$ cat src/rtl/ifetch_unit.sv
// ifetch_unit: instruction-fetch front end.
// Owns the PC, drives iaddr to imem, captures {pc, idata} into a small fetch
// queue and presents the queue head to decode with a valid/ready handshake.
// Redirects from execute flush the queue and reload the PC.
// Optional feature macro: IFU_MISALIGN_TRAP_EN
//   defined   -> misaligned redirect targets raise a sticky fetch_fault and
//                stop fetching until an aligned redirect arrives.
//   undefined -> redirect_pc[1:0] is dropped; fetch_fault is tied low.
module ifetch_unit #(
  parameter logic [31:0] RESET_PC = 32'h0000_0000,
  parameter int unsigned FQ_DEPTH = 2
) (
  input  logic        clk,
  input  logic        rst,
  output logic [31:0] iaddr,
  input  logic [31:0] idata,
  output logic        if_valid,
  output logic [31:0] if_pc,
  output logic [31:0] if_inst,
  input  logic        id_ready,
  input  logic        redirect_valid,
  input  logic [31:0] redirect_pc,
  output logic        fetch_fault
);

  localparam int unsigned PW = $clog2(FQ_DEPTH);
  localparam int unsigned CW = PW + 1;
  localparam logic [CW-1:0] DEPTH_C = CW'(FQ_DEPTH);

  logic [31:0]   pc_q, pc_d;
  logic [PW-1:0] wr_ptr_q, wr_ptr_d;
  logic [PW-1:0] rd_ptr_q, rd_ptr_d;
  logic [CW-1:0] count_q, count_d;

  // Queue storage; contents are only meaningful under count_q, so no reset.
  logic [31:0]   ent_pc_q   [FQ_DEPTH];
  logic [31:0]   ent_inst_q [FQ_DEPTH];

  logic          pop;
  logic          push;
  logic          halted;
  logic [31:0]   redirect_tgt;

`ifdef IFU_MISALIGN_TRAP_EN
  logic fault_q, fault_d;

  // Every redirect re-evaluates the fault: misaligned sets it, aligned clears it.
  always_comb begin
    fault_d = fault_q;
    if (redirect_valid) begin
      fault_d = (redirect_pc[1:0] != 2'b00);
    end
  end

  // Sticky fault register.
  always_ff @(posedge clk or negedge rst) begin
    if (!rst) begin
      fault_q <= 1'b0;
    end else begin
      fault_q <= fault_d;
    end
  end

  assign redirect_tgt = redirect_pc;
  assign halted       = fault_q;
  assign fetch_fault  = fault_q;
`else
  // Low target bits are intentionally discarded in this build.
  logic unused_redirect_lsbs;
  assign unused_redirect_lsbs = ^redirect_pc[1:0];

  assign redirect_tgt = {redirect_pc[31:2], 2'b00};
  assign halted       = 1'b0;
  assign fetch_fault  = 1'b0;
`endif

  // Handshake: a redirect kills both the pop and the push of its cycle.
  assign if_valid = (count_q != '0);
  assign pop      = if_valid & id_ready & ~redirect_valid;
  assign push     = ~redirect_valid & ~halted & ((count_q < DEPTH_C) | pop);

  assign iaddr    = pc_q;
  assign if_pc    = if_valid ? ent_pc_q[rd_ptr_q]   : 32'h0;
  assign if_inst  = if_valid ? ent_inst_q[rd_ptr_q] : 32'h0;

  // Next-state for PC, pointers and occupancy; redirect overrides everything.
  always_comb begin
    pc_d     = pc_q;
    wr_ptr_d = wr_ptr_q;
    rd_ptr_d = rd_ptr_q;
    count_d  = count_q;
    if (redirect_valid) begin
      pc_d     = redirect_tgt;
      wr_ptr_d = '0;
      rd_ptr_d = '0;
      count_d  = '0;
    end else begin
      if (push) begin
        pc_d     = pc_q + 32'd4;
        wr_ptr_d = wr_ptr_q + PW'(1);
      end
      if (pop) begin
        rd_ptr_d = rd_ptr_q + PW'(1);
      end
      case ({push, pop})
        2'b10:   count_d = count_q + CW'(1);
        2'b01:   count_d = count_q - CW'(1);
        default: count_d = count_q;
      endcase
    end
  end

  // Control state registers.
  always_ff @(posedge clk or negedge rst) begin
    if (!rst) begin
      pc_q     <= RESET_PC;
      wr_ptr_q <= '0;
      rd_ptr_q <= '0;
      count_q  <= '0;
    end else begin
      pc_q     <= pc_d;
      wr_ptr_q <= wr_ptr_d;
      rd_ptr_q <= rd_ptr_d;
      count_q  <= count_d;
    end
  end

  // Capture the fetched word and its PC at the tail.
  always_ff @(posedge clk) begin
    if (push) begin
      ent_pc_q[wr_ptr_q]   <= pc_q;
      ent_inst_q[wr_ptr_q] <= idata;
    end
  end

endmodule
$ cat config.mk
export PLATFORM = sky130hd
export DESIGN_NAME = ifetch_unit
export DESIGN_NICKNAME = d
export VERILOG_FILES = /design/src/rtl/ifetch_unit.sv
export SDC_FILE = /design/constraint.sdc
export NUM_CORES = 1
export LEC_CHECK = 0
export ABC_AREA = 1
export BUFFER_PORTS_ARGS = -buffer_cell sky130_fd_sc_hd__buf_2
export CAP_MARGIN = 20
export CORE_ASPECT_RATIO = 1.5
export CORE_UTILIZATION = 24
export DETAILED_ROUTE_END_ITERATION = 12
export PLACE_DENSITY = 0.4
export SYNTH_ARGS = -nofsm -noshare
export SYNTH_HDL_FRONTEND = slang
export SYNTH_SLANG_ARGS = --single-unit
$ cat constraint.sdc
create_clock -name clk -period 7.2 [get_ports clk]
set_input_delay 1.44 -clock clk [delete_from_list [all_inputs] [get_ports clk]]
set_output_delay 1.44 -clock clk [all_outputs]
set_load 0.05 [all_outputs]
==> reports/results.tsv <==
metric	value	unit
outcome	finished clean	
core region area	0.0295	mm²
Crit Reg-Reg Endpoint	ent_pc_q[1][8]	
Buf+Inv Stages, Crit Path	3	
Final #Nets	968	
Root Driver	clkbuf_16	
Req. time, crit path	5760	ps
CP peak stage delay	530	ps
Slew Limit Fails	0	
Routed wire per std cell	16.5	µm
CTS tree	yes	
most frequent cells in the layout	nand2_1 (268), buf_2 (158), edfxtp_1 (124), a21oi_1 (72), nor2_1 (61)	
max-cap viol count	0	
kind of critical path	reg -> out	
worst reg2reg startpoint	count_q[1]	
Max Fclk	260	MHz
global route overflow	0	
fin util	30.2	%
Yosys reg bits	158	
H-tree Lvls	4	
post-synth cell types	35	
Tcrit/Tclk final	53.5	%
CP Capture Type	primary output	
critical path, cell by cell	inv_2 -> buf_4 -> nand2_1 -> a21oi_1 -> buf_2	
Die Wd	143	µm
Multi-input gate area	0.00222	mm²
clock tree buffer depth	2	
RSZ-0062 raised after global routing	false	
CTS resizes	0	
clock skew	9.41	ps
Vias	5583	
worst vdd ir	159	µV
Post-CTS Setup Bufs	0	
Worst-Skew Late Latency	430	ps
Arr. time, crit path	2410	ps
placed cell area	0.00833	mm²
number of antenna violations at the first check in global routing	1	
ratio of cells with drive above 1 in the final layout	23.6	%
GRT Resource Usage Total	14.5	%
switch share	33.9	%
Pwr Total	2.57	mW
final setup fails	0	
drt drc	0	
Vias/cell	4.27	
Internal	1.70	mW
CP Capture Point	if_pc[24]	
Ports	166	
ys async rst share	21.5	%
Num CTS Buffers	17	
Main synth FF type	edfxtp_1	
initial detailed-routing violation count	225	
Register Area	0.00458	mm²
Post-Route WL	21600	µm
EDFF count, synth	124	
crit-path leading delay family	buffers and inverters	
vias in the first global route	5355	
CP Max Fanout	36	
YS warnings	0	
hold path start	wr_ptr_q	
clock share of power	34.0	%
crit start category	flop	
# hold bufs at CTS	0	
Hold Crit Depth	2	
pin count of the biggest net entering global routing	65	
die area	0.0306	mm²
Buffers on Ports	158	
Gate power share	21.6	%
sequential fraction of the synthesis area	63.7	%
sequential power share	44.4	%
average size of a mapped cell	9.59	µm²
worst reg2reg path depth	5	
die height	214	µm
Critical Path Start	rd_ptr_q	
R2R setup slack	4690	ps
Synth Cell Area	0.00718	mm²
Area Growth Syn to Fin	23.9	%
Max-slew headroom	33.2	%
P_leak	3.75	nW
filler instances	3213	
first-pass GRT wire length	31500	µm
ANT nets after route	0	
dpl hpwl	14000	µm
Worst-Margin Slew	1000	ps
# rows	77	
TNS Setup	0	ps
total power divided by cell area	289	mW/mm²
Worst-path clk slew	60	ps
NetSw	872	µW
min Tclk post-route	3850	ps
commonest non-fill, non-tap cell in the layout	nand2_1	
Hold WC Path Type	reg -> reg	
Post-Synthesis Cells	748	
initial cell density of the core	24.3	%
Final Cell Area	0.00889	mm²
Final Hold Fails	0	
CTS Sinks	158	
DR pass1 iterations	4	
routability cong.	0.759	
crit path max-delay cell type	buf_4	
WP depth	5	
## per-stage QoR
step	worst slack (ps)	std cells	hold slack (ps)
final	3350	1308	599
after global routing	3120	1308	649
after CTS	3200	1307	602
after detailed placement	2880	1275	583
after global placement	2840	1275	588
after floorplan	2060	752	516
## metal layers
layer  wire length (µm)  GRT usage [%]  vias to the layer above
met1               8660           15.9                     2652
met4                437           5.90                        0
met3                911           3.39                       26
met5                  0              0                        -
li1                   -              -                     2780
met2              11600           26.5                      125
## cells in the mapped netlist (3+ instances only)
master	n	area, µm²
nand2_2	5	31.3
nand2_1	268	1010
nor2_4	4	45.0
o21ai_0	22	110
o21ai_1	3	15.0
nor3_1	4	20.0
inv_1	51	191
clkbuf_1	13	48.8
inv_2	3	11.3
a21oi_1	72	360
edfxtp_1	124	3720
dfrtp_1	34	851
nand3_1	35	175
nand4_1	4	25.0
buf_4	7	52.6
nor2_1	63	236
buf_2	9	45.0
buf_6	4	45.0
## cells by family after synthesis
logic type,Yosys count,synth area share (%)
other,1,0.0523
XOR/XNOR,2,0.244
flip-flops,158,63.7
buffers and inverters,90,5.68
AO/OA/AOI/OAI,109,8.25
adder cells (fa/ha/maj),1,0.174
AND/OR/NAND/NOR,387,21.9
## sequential cells by signal, indices dropped and copies added, names as in the netlist
| register | count |
|---|---|
| count_q | 2 |
| ent_pc_q | 60 |
| iaddr | 30 |
| wr_ptr_q | 1 |
| ent_inst_q | 64 |
| rd_ptr_q | 1 |
## tightest hold or removal path, delay by kind of cell (launching register included)
family,cells,cell delay [ps]
compound gates,1,170
buf+inv,1,70
flops,1,320
## cell type report
class / instances / area share [%]
clock inverter: 12 / 1.38
tap: 395 / 5.56
inverter: 55 / 2.35
sequential: 158 / 51.4
antenna: 1 / 0.0281
timing repair buffer: 163 / 9.31
clock buffer: 20 / 4.91
multi-input combinational: 504 / 25.0
## how the worst min path moves through the flow
| stage | end |
|---|---|
| final | wr_ptr_q |
| after global placement | wr_ptr_q |
| after global routing | wr_ptr_q |
| after CTS | wr_ptr_q |
| after floorplan | wr_ptr_q |
| after detailed placement | wr_ptr_q |
## power by group through the flow
| stage | combinational, mW | sequential (mW) | clock (mW) |
|---|---|---|---|
| floorplan | 0.343 | 1.21 | 0 |
| global placement | 0.569 | 1.16 | 0 |
| detailed placement | 0.568 | 1.16 | 0 |
| CTS | 0.570 | 1.14 | 0.907 |
| global route | 0.605 | 1.15 | 0.942 |
| finish | 0.557 | 1.14 | 0.875 |
No activity file was read; power rests on OpenSTA's default activity.
